==> config.mk <==
export PLATFORM = sky130hd
export DESIGN_NAME = and_8_bits_struct_flat
export DESIGN_NICKNAME = d
export VERILOG_FILES = /design/src/rtl/logic_ops_pkg.sv /design/src/rtl/and_8_bits_struct_if.sv /design/src/rtl/and_1_bit_cell.sv /design/src/rtl/and_8_bits_struct.sv /design/src/flat_wrapper.sv
export SDC_FILE = /design/constraint.sdc
export NUM_CORES = 1
export LEC_CHECK = 0
export CAP_MARGIN = 10
export CORE_UTILIZATION = 31
export CTS_CLUSTER_DIAMETER = 50
export DETAILED_ROUTE_END_ITERATION = 10
export PLACE_DENSITY = 0.74
export SETUP_SLACK_MARGIN = 0.1
export SYNTH_ARGS = -nofsm -noshare
export SYNTH_HDL_FRONTEND = slang
export SYNTH_SLANG_ARGS = --single-unit
==> constraint.sdc <==
create_clock -name clk -period 1.9 [get_ports clk]
set_input_delay 0.38 -clock clk [delete_from_list [all_inputs] [get_ports clk]]
set_output_delay 0.38 -clock clk [all_outputs]
set_load 0.01 [all_outputs]
==> src/rtl/logic_ops_pkg.sv <==
// Shared types and constants for the 8-bit structural logic-ops slice.
package logic_ops_pkg;

  localparam int BYTE_W = 8;

  typedef logic [BYTE_W-1:0] byte_t;

  localparam byte_t BYTE_ZERO = 8'h00;
  localparam byte_t BYTE_ONES = 8'hFF;

endpackage : logic_ops_pkg

==> src/rtl/and_8_bits_struct_if.sv <==
// Operand/result bundle for the 8-bit structural AND block.
interface and_8_bits_struct_if;
  import logic_ops_pkg::*;

  byte_t a;
  byte_t b;
  logic  in_valid;
  byte_t s;
  logic  s_zero;
  logic  s_ones;
  byte_t s_q;
  logic  s_q_valid;

  modport master (
    output a, b, in_valid,
    input  s, s_zero, s_ones, s_q, s_q_valid
  );

  modport slave (
    input  a, b, in_valid,
    output s, s_zero, s_ones, s_q, s_q_valid
  );

endinterface : and_8_bits_struct_if

==> src/rtl/and_1_bit_cell.sv <==
// Single-bit AND cell built on the gate primitive; X/Z follow gate semantics.
module and_1_bit_cell (
  input  logic a,
  input  logic b,
  output logic y
);

  and u_and (y, a, b);

endmodule : and_1_bit_cell

==> src/rtl/and_8_bits_struct.sv <==
// Structural 8-bit AND: combinational result and flags, plus a registered
// copy with a valid flag for clocked consumers.
module and_8_bits_struct
  import logic_ops_pkg::*;
#(
  parameter int WIDTH = BYTE_W
) (
  input  logic                 clk,
  input  logic                 rst_n,
  and_8_bits_struct_if.slave   bus
);

  if (WIDTH != BYTE_W) begin : g_width_check
    $error("and_8_bits_struct: WIDTH must be 8");
  end

  byte_t s_comb;
  byte_t s_q_r;
  logic  s_q_valid_r;

  for (genvar i = 0; i < BYTE_W; i++) begin : g_bit
    and_1_bit_cell u_cell (
      .a (bus.a[i]),
      .b (bus.b[i]),
      .y (s_comb[i])
    );
  end

  // Flags are pure reductions of the gate outputs, so they ignore reset.
  assign bus.s      = s_comb;
  assign bus.s_zero = ~|s_comb;
  assign bus.s_ones = &s_comb;

  // NOTE: sequential state uses non-blocking assignments so every register
  // samples pre-edge values; the async reset branch clears without a clock.
  always_ff @(posedge clk or negedge rst_n) begin
    if (!rst_n) begin
      s_q_r       <= BYTE_ZERO;
      s_q_valid_r <= 1'b0;
    end else begin
      s_q_valid_r <= bus.in_valid;
      if (bus.in_valid) begin
        s_q_r <= s_comb;
      end
    end
  end

  assign bus.s_q       = s_q_r;
  assign bus.s_q_valid = s_q_valid_r;

endmodule : and_8_bits_struct

==> src/flat_wrapper.sv <==
// flat-port wrapper written by rule: the top's interface ports become plain ports
module and_8_bits_struct_flat import logic_ops_pkg::*;
#(
  parameter int WIDTH = BYTE_W
)
  (clk, rst_n, bus_a, bus_b, bus_in_valid, bus_s, bus_s_zero, bus_s_ones, bus_s_q, bus_s_q_valid);
  and_8_bits_struct_if bus_i ();
  input  logic clk;
  input  logic rst_n;
  input wire logic [$bits(bus_i.a)-1:0] bus_a;
  input wire logic [$bits(bus_i.b)-1:0] bus_b;
  input wire logic [$bits(bus_i.in_valid)-1:0] bus_in_valid;
  output wire logic [$bits(bus_i.s)-1:0] bus_s;
  output wire logic [$bits(bus_i.s_zero)-1:0] bus_s_zero;
  output wire logic [$bits(bus_i.s_ones)-1:0] bus_s_ones;
  output wire logic [$bits(bus_i.s_q)-1:0] bus_s_q;
  output wire logic [$bits(bus_i.s_q_valid)-1:0] bus_s_q_valid;
  assign bus_i.a = bus_a;
  assign bus_i.b = bus_b;
  assign bus_i.in_valid = bus_in_valid;
  assign bus_s = bus_i.s;
  assign bus_s_zero = bus_i.s_zero;
  assign bus_s_ones = bus_i.s_ones;
  assign bus_s_q = bus_i.s_q;
  assign bus_s_q_valid = bus_i.s_q_valid;
  and_8_bits_struct #(.WIDTH(WIDTH)) u_core (.clk(clk), .rst_n(rst_n), .bus(bus_i));
endmodule
==> results of run 1 <==
## repair_timing
| action | 4_1_cts | 5_1_grt |
|---|---|---|
| endpoints found under the setup margin | 10 | 4 |
| gates resized for setup | 39 | 8 |
| setup buffers | 2 | 0 |
| pin swaps | 9 | 1 |
## cell usage after synthesis
library cell and n:
nor4_1 1, mux2_2 8, dfrtp_1 9, inv_1 2, or4_4 1, clkbuf_1 1
buf_4 8, nand4_1 1, and2_4 2, nand2_1 4, and2_1 4, nor4_2 1
## metal layers
metal  vias up  wire length [microns]  share of wire [%]  global-route usage (%)
met5         -                      0                  0                       0
met4         0                     24                1.8                   12.10
met3         4                    141                 11                   5.851
met2        25                    650                 50                   26.56
met1       214                    484                 37                   20.27
li1        216                      -                  -                       -
## critical path, delay by kind of cell
kind | cells | cell delay [ps]
buf+inv | 2 | 320
simple gates | 3 | 770
## cells by family (layout without fill, tap and decap cells)
| family | count (synthesis) | count (layout) |
|---|---|---|
| DFF | 9 | 9 |
| and+or+nand+nor | 14 | 14 |
| muxes | 8 | 8 |
| buffers and inverters | 11 | 53 |
## through the flow
stage	hold WS, ps	setup WS (ps)	instances	TNS [ps]
finish	393.0	54.56	99	0
CTS	388.2	42.69	99	0
global placement	490.6	-711.1	93	-2113
global route	417.6	-5.609	99	-5.609
floorplan	84.41	158.1	42	0
detailed placement	495.5	-726.6	93	-2243
## power by group through the flow
stage          sequential, W  clock (W)  combinational, W
6_report            0.000216   0.000149          0.000161
5_1_grt             0.000217   0.000168          0.000174
4_1_cts             0.000216   0.000159          0.000159
3_5_place_dp        0.000219          0          0.000160
3_3_place_gp        0.000219          0          0.000159
2_1_floorplan       0.000226          0         0.0000543
## sequential cells by signal (all words and copies together), names as in the netlist
| signal | count |
|---|---|
| u_core.bus.s_q_valid | 1 |
| u_core.bus.s_q | 8 |
## final timing paths
path / start / end / slack (ps) / cells past startpoint
max: bus_b[7] / bus_s_zero / 50 / 5
max reg2reg: u_core.bus.s_q[6]$_DFFE_PN0P_ / u_core.bus.s_q[6]$_DFFE_PN0P_ / 1140 / 1
min: rst_n / u_core.bus.s_q[6]$_DFFE_PN0P_ / 390 / 1
min reg2reg: u_core.bus.s_q[0]$_DFFE_PN0P_ / u_core.bus.s_q[0]$_DFFE_PN0P_ / 510 / 1
max in group asynchronous: rst_n / u_core.bus.s_q[1]$_DFFE_PN0P_ / 1220 / 1
min in group clk: u_core.bus.s_q[0]$_DFFE_PN0P_ / u_core.bus.s_q[0]$_DFFE_PN0P_ / 510 / 1
## final cells by class
type | count | area share (%)
timing repair buffer | 47 | 45.48
multi-input combinational | 22 | 23.50
inverter | 2 | 0.8345
clock inverter | 1 | 0.5563
sequential | 9 | 25.03
tap | 15 | 2.086
clock buffer | 3 | 2.503
## cell usage in the layout, fill, tap and decap left out, types with 2 or more instances in the layout
master	n
mux2_2	8
clkbuf_2	2
inv_1	2
dlygate4sd2_1	3
clkbuf_4	3
clkdlybuf4s50_1	22
and2_4	6
nand2_1	3
buf_6	2
buf_2	6
buf_4	8
clkdlybuf4s15_1	4
dfrtp_1	9
==> run_results.csv, run 1 <==
group,metric,value,unit
logic_synthesis,synth.top_cell.area_share,46.88,%
logic_synthesis,synth-xor-area-share,0,%
placed_design,dp_hpwl,983.2,microns
global_routing,antenna_found_initial,0,
drt,routed_wl,1300,microns
die,die_w,41.37,microns
pwr,p_per_area,584.8,mW/mm^2
finish,layout-drive-gt1-share,47.62,%
logic_synthesis,synth_cell_types,12,
finish,final_util,65.84,%
logic_synthesis,yosysWarnings,0,
worst_setup_path,cpMaxStageDelayCell,"or4_4",
finish,n_antenna_cell,0,
placed_design,placed_area,865.8,sq um
die,rows,13,
timing,worstMarginPinSlew,382.5,ps
clocking,cts_hold_buf,0,
logic_synthesis,synth.area.mux_share,18.75,%
worst_setup_path,critPathLaunchType,"input port",
drt,wl_per_cell,13.13,microns
die,die_h,41.37,microns
drt,remaining_drc_errors,0,
finish,design_area,899.6,sq um
logic_synthesis,yosysTopAreaCell,"dfrtp_1",
pwr,power.switching,0.0001365,W
worst_setup_path,path_class,"input port to output pin",
logic_synthesis,netlist_area,480.5,sq um
worst_setup_path,critPathArrivalTime,1470,ps
drt,vias,459,
logic_synthesis,synth_seq_area_share,46.88,%
timing,setup_viol,0,
finish,syn_to_final_growth,87.24,%
pwr,p_sw_share,25.94,%
timing,hold_viol,0,
pwr,seqPwrFrac,41.1,%
global_routing,grt_max_degree,10,
pwr,power.leakage,0.4345,nW
die,ios,38,
finish,nets,104,
worst_setup_path,cp_cell_sequence,"clkdlybuf4s15_1, and2_4, or4_4, nor4_4, buf_2",
global_routing,track_usage,17.33,%
drt,vias_per_cell,4.636,
logic_synthesis,yosys_register_bits,9,
logic_synthesis,postSynthNetCount,61,
logic_synthesis,synth.avg_cell_area,11.44,sq um
drt,postRouteAntennaNets,0,
global_routing,grt_pass1_wl,1766,microns
logic_synthesis,synth_area_leaders,"dfrtp_1, mux2_2, buf_4",
clocking,cts_tree,"done",
timing,fin_crit_sh,97.13,%
worst_setup_path,critPathMaxFanout,2,
finish,fill_cells,116,
die,initial_core_util,35.16,%
timing,fmax,0.5419,GHz
finish,multi_input_area,211.5,sq um
worst_setup_path,cp.required,1520,ps
timing,skew,0,ps
drt,dr.first_iter.drc_count,7,
pwr,peakVddDrop,0.3915,mV
finish,ff_latch_area,225.2,sq um
global_routing,grt_pass1_vias,404,
drt,drt_first_pass_iters,3,
timing,rsz0062_at_grt,"true",
min_path,hp-class,"input port to async pin",
clocking,cts_root_buffer,"clkbuf_4",
timing,maxSlewViolCount,0,
timing,relSlewSlack,74.42,%
clocking,max-clock-path-buffers,2,
placed_design,gp_congestion,0.7011,
logic_synthesis,synth_fa_ha_area_share,0,%
status,status,"completed",
logic_synthesis,synth_top_family_by_area,"simple AND/OR/NAND/NOR gates",
clocking,clk_latency,260,ps
clocking,clk_pin_slew,70,ps
die,core,0.001366,sq mm
clocking,numCtsBuffers,3,
logic_synthesis,synth_compound_area_share,0,%
pwr,power.total,0.0005261,W
placed_design,io_buffers,37,
clocking,cts.sinks,9,
pwr,power.internal,0.0003896,W
clocking,htreeDepth,1,
flow_run,cap_viol_max_count,0,
pwr,p_comb_share,30.7,%
logic_synthesis,synthSimpleGateAreaFrac,19.53,%
logic_synthesis,synth_cells,42,
global_routing,grt_overflow_total,0,
die,dieArea,0.001711,sq mm
worst_setup_path,slowest_delay,490,ps
worst_setup_path,cp-end-kind,"output pin",
pwr,pwr-share-clk,28.3,%
timing,fin_crit,1845,ps
No activity file was read; power rests on OpenSTA's default activity.
==> run 2, diff against run 1 <==
CORE_MARGIN = 2   (was unset)
==> run_results.csv, run 2 (synthesis results as in run 1) <==
group,metric,value,unit
status,status,"completed",
placed_design,placed_area,867.1,sq um
worst_setup_path,timing.rr.start,"u_core.bus.s_q[7]$_DFFE_PN0P_",
placed_design,gp_congestion,0.7521,
finish,layout_commonest_cell,"clkdlybuf4s50_1",
finish,nets,103,
worst_setup_path,critPathArrivalTime,1430,ps
clocking,cts_hold_buf,0,
die,dieArea,0.001881,sq mm
finish,final_cell_mix,"clkdlybuf4s50_1, dfrtp_1, mux2_2",
die,ios,38,
pwr,peakVddDrop,0.2729,mV
timing,rsz0062_at_grt,"true",
worst_setup_path,worstRegToRegCells,1,
pwr,seqPwrFrac,40.4,%
die,core,0.001471,sq mm
drt,vias,447,
drt,dr.first_iter.drc_count,1,
timing,setup_viol,0,
pwr,p_per_area,600.7,mW/mm^2
finish,finalNonFillerCells,99,
timing,relSlewSlack,72.09,%
global_routing,antenna_found_initial,0,
clocking,cts_root_buffer,"clkbuf_4",
timing,fmax,0.5515,GHz
die,rows,14,
die,die_h,43.37,microns
global_routing,grt_max_degree,10,
finish,final_util,60.03,%
finish,syn_to_final_growth,83.85,%
finish,layout-drive-gt1-share,48.19,%
worst_setup_path,r2r_slack,1140,ps
worst_setup_path,cp.required,1520,ps
clocking,max-clock-path-buffers,2,
clocking,clk_latency,270,ps
pwr,p_sw_share,26.44,%
drt,drt_first_pass_iters,2,
pwr,pwr-share-clk,30.1,%
drt,postRouteAntennaNets,0,
timing,hold_viol,0,
global_routing,grt_pass1_vias,478,
timing,fin_crit_sh,95.43,%
finish,design_area,883.3,sq um
drt,routed_wl,1268,microns
worst_setup_path,critPathLaunchType,"input port",
timing,fin_crit,1813,ps
pwr,power.leakage,0.4337,nW
worst_setup_path,critPathMaxFanout,2,
drt,wl_per_cell,12.81,microns
worst_setup_path,reg2reg_to,"u_core.bus.s_q[7]$_DFFE_PN0P_",
pwr,power.internal,0.0003903,W
worst_setup_path,cp-end-kind,"output pin",
clocking,htreeDepth,1,
global_routing,grt_overflow_total,0,
clocking,cts_tree,"done",
timing,skew,0,ps
global_routing,grt_pass1_wl,2104,microns
global_routing,track_usage,15.71,%
clocking,cts.sinks,9,
finish,fill_cells,137,
drt,remaining_drc_errors,0,
min_path,hp-class,"input port to async pin",
finish,largest_reg_flops,8,
timing,worstMarginPinSlew,417.3,ps
placed_design,placedCellCount,94,
die,initial_core_util,32.65,%
timing,fin_hold_ws,399.4,ps
clocking,numCtsBuffers,3,
pwr,p_comb_share,29.4,%
placed_design,dp_hpwl,1036,microns
timing,maxSlewViolCount,0,
pwr,power.switching,0.0001403,W
clocking,clk_pin_slew,70,ps
placed_design,io_buffers,37,
flow_run,cap_viol_max_count,0,
die,die_w,43.37,microns
worst_setup_path,path_class,"input port to output pin",
drt,vias_per_cell,4.515,
finish,n_antenna_cell,0,
[run 2: changes by cell type in the layout (fill, tap and decap cells not counted), sizes merged]
cell,before,now
clkdlybuf4s15,4,2
clkinv,1,0
clkbuf,5,7
buf,16,15
dlygate4sd2,3,6
clkdlybuf4s50,22,20
[run 2: power groups by stage]
stage,Clock (W),Combinational (W),Sequential (W)
2_1_floorplan,0,0.0000543,0.000226
3_3_place_gp,0,0.000159,0.000218
3_5_place_dp,0,0.000162,0.000219
4_1_cts,0.000163,0.000158,0.000215
5_1_grt,0.000166,0.000168,0.000217
6_report,0.000160,0.000156,0.000215
[run 2: layout make-up]
cell class	count	area (sq um)	share of cell area, %
repair buffers	46	399.1	45.18
inverters	2	7.507	0.8499
flip-flops and latches	9	225.2	25.50
well taps	16	20.02	2.266
clock buffers	4	26.28	2.975
multi-input cells	22	205.2	23.23
[run 2: through the flow]
| step | total power, W | setup TNS [ps] | setup WS [ps] |
|---|---|---|---|
| 2_1_floorplan | 0.0002808 | 0 | 158.1 |
| 3_3_place_gp | 0.0003771 | -2062 | -710.6 |
| 3_5_place_dp | 0.0003804 | -2269 | -733.4 |
| 4_1_cts | 0.0005352 | 0 | 41.96 |
| 5_1_grt | 0.0005517 | 0 | 33.40 |
| 6_report | 0.0005306 | 0 | 86.77 |
[run 2: how the worst max path moves through the flow]
stage | startpoint | to | slack [ps] | depth (start not counted)
after floorplan | bus_a[4] | bus_s_zero | 160 | 3
after global placement | bus_a[4] | bus_s_zero | -710 | 5
after detailed placement | bus_a[4] | bus_s_zero | -730 | 5
after CTS | bus_b[6] | bus_s_zero | 40 | 5
after global routing | bus_b[5] | bus_s_zero | 30 | 5
final | bus_b[5] | bus_s_zero | 90 | 5
[run 2: metal layers]
| metal | share of wire, % | GRT usage [%] |
|---|---|---|
| met5 | 0 | 0 |
| met4 | 4.5 | 13.33 |
| met3 | 7.0 | 2.917 |
| met2 | 52 | 26.57 |
| met1 | 36 | 16.71 |
[run 2: worst max-delay path, stage by stage]
cell,delay [ps]
buf_6,90
and2_4,150
or4_4,520
nor4_2,130
buf_2,170
[run 2: repair_timing]
action                     4_1_cts  5_1_grt
buffers inserted                 1        0
cloned                           0        0
gates resized for setup         42        8
pin swaps                       11        2
setup endpoints to repair       10        4
==> run 3, diff against run 2 <==
ABC_AREA = 1   (was unset)
CORE_UTILIZATION = 33   (was 31)
PLACE_DENSITY = 0.76   (was 0.74)
==> run_results.csv, run 3 <==
group,metric,value,unit
worst_setup_path,cp.required,1520,ps
finish,n_antenna_cell,0,
timing,hold_viol,0,
die,initial_core_util,35.13,%
logic_synthesis,async_flop_share,100.0,%
global_routing,grt_pass1_vias,444,
die,core,0.001489,sq mm
timing,skew,0,ps
global_routing,track_usage,12.06,%
logic_synthesis,synth_cell_types,11,
finish,layout_commonest_cell,"clkdlybuf4s50_1",
clocking,cts.sinks,9,
die,rows,14,
logic_synthesis,yosysTopAreaCell,"dfrtp_1",
drt,vias,533,
logic_synthesis,yosysWarnings,0,
timing,setup_viol,0,
clocking,cts_root_buffer,"clkbuf_4",
drt,routed_wl,1111,microns
clocking,clk_pin_slew,60,ps
logic_synthesis,yosysMostFrequentCell,"nand2_1",
worst_setup_path,timing.rr.start,"u_core.bus.s_q[0]$_DFFE_PN0P_",
placed_design,placed_area,887.1,sq um
worst_setup_path,critPathArrivalTime,1350,ps
drt,wl_per_cell,9.033,microns
drt,dr.first_iter.drc_count,11,
clocking,htreeDepth,1,
worst_setup_path,critPathMaxFanout,3,
pwr,p_per_area,559.4,mW/mm^2
global_routing,antenna_found_initial,0,
timing,fin_crit,1733,ps
worst_setup_path,cpLargestDelayFamily,"buffers and inverters",
timing,maxSlewViolCount,0,
placed_design,gp_congestion,0.7469,
timing,relSlewSlack,72.32,%
die,die_h,43.81,microns
clocking,numCtsBuffers,3,
placed_design,dp_hpwl,933.1,microns
worst_setup_path,path_buf_inv,4,
global_routing,grt_pass1_wl,1752,microns
die,die_w,43.81,microns
worst_setup_path,cp-startpoint,"bus_a[2]",
clocking,max-clock-path-buffers,2,
timing,rsz0062_at_grt,"true",
pwr,power.leakage,0.4861,nW
worst_setup_path,critPathLaunchType,"input port",
drt,vias_per_cell,4.333,
logic_synthesis,synth.top_cell.area_share,43.06,%
drt,postRouteAntennaNets,0,
logic_synthesis,netlist_area,523.0,sq um
die,ios,38,
logic_synthesis,synth-edff-count,0,
pwr,peakVddDrop,0.2747,mV
finish,nets,127,
timing,fin_crit_sh,91.23,%
min_path,hp-class,"input port to async pin",
die,dieArea,0.001919,sq mm
logic_synthesis,synth.avg_cell_area,7.580,sq um
finish,final_util,60.00,%
logic_synthesis,ys.flop_type,"dfrtp_1",
logic_synthesis,yosys_register_bits,9,
timing,final.setup.tns,0,ps
global_routing,grt_max_degree,17,
logic_synthesis,synth_area_leaders,"dfrtp_1, nand2_1, buf_4",
status,status,"completed",
logic_synthesis,synth_seq_area_share,43.06,%
flow_run,cap_viol_max_count,0,
worst_setup_path,path_class,"input port to output pin",
finish,layout-drive-gt1-share,19.63,%
logic_synthesis,postSynthNetCount,88,
logic_synthesis,synth_cells,69,
pwr,power.total,0.0004997,W
finish,largest_reg_flops,8,
global_routing,grt_overflow_total,0,
finish,final_cell_mix,"clkdlybuf4s50_1, nand2_1, inv_1",
drt,drt_first_pass_iters,4,
worst_setup_path,cpMaxStageDelayCell,"clkdlybuf4s50_1",
clocking,clk_latency,250,ps
finish,syn_to_final_growth,70.81,%
timing,worstMarginPinSlew,413.9,ps
finish,design_area,893.4,sq um
worst_setup_path,slowest_delay,470,ps
timing,fmax,0.5769,GHz
worst_setup_path,cp_cell_sequence,"clkdlybuf4s50_1, nand2_2, buf_4, inv_1, dlygate4sd2_1",
clocking,cts_tree,"done",
logic_synthesis,synthTopCellsByCount,"nand2_1, inv_1, dfrtp_1, buf_4",
placed_design,io_buffers,37,
drt,remaining_drc_errors,0,
worst_setup_path,cp-end-kind,"output pin",
## run 3: layout make-up
class,count,area (sq um)
flip-flops and latches,9,225.2
fillers,152,595.6
clock buffers,4,26.28
well taps,16,20.02
multi-input cells,38,177.7
inverters,13,48.80
repair buffers,43,395.4
## run 3: cell families after synthesis
family                 share of synthesized area (%)
flip-flops                                     43.06
buffers and inverters                          22.97
AND/OR/NAND/NOR                                24.88
AO/OA/AOI/OAI                                  9.092
## run 3: metal layers
metal / wire length [microns] / vias up / part of all wire (%) / track usage (%)
met4: 4 / 0 / 0.36 / 3.636
met2: 500 / 27 / 45 / 20.00
met3: 131 / 2 / 12 / 3.333
met5: 0 / - / 0 / 0
li1: - / 271 / - / -
met1: 473 / 233 / 43 / 15.17
## run 3: final timing paths
path,to,slack [ps],cells after the start
hold / removal,u_core.bus.s_q[2]$_DFFE_PN0P_,430,1
setup reg to reg,u_core.bus.s_q[0]$_DFFE_PN0P_,1250,2
max in group asynchronous,u_core.bus.s_q[6]$_DFFE_PN0P_,1180,1
setup / recovery,bus_s[2],170,5
hold reg to reg,u_core.bus.s_q[3]$_DFFE_PN0P_,490,2
min in group clk,u_core.bus.s_q[3]$_DFFE_PN0P_,490,2
## run 3: metrics by stage
stage	worst slack [ps]	std cells	hold slack [ps]
4_1_cts	52.52	123	435.8
5_1_grt	88.32	123	471.2
6_report	166.6	123	426.7
3_5_place_dp	-219.2	119	479.4
3_3_place_gp	-208.7	119	464.6
2_1_floorplan	752.2	69	84.41
## run 3: repair_timing
action	4_1_cts	5_1_grt
hold buffers	0	0
pin swaps	0	0
setup buffers	0	0
endpoints found under the setup margin	10	2
gates resized for setup	10	4
## run 3: where the power goes
group / leakage (nW) / switching [W] / internal, W
clock: 0.0150 / 0.0000626 / 0.0000807
sequential: 0.116 / 0.00000714 / 0.000206
combinational: 0.355 / 0.0000577 / 0.0000858
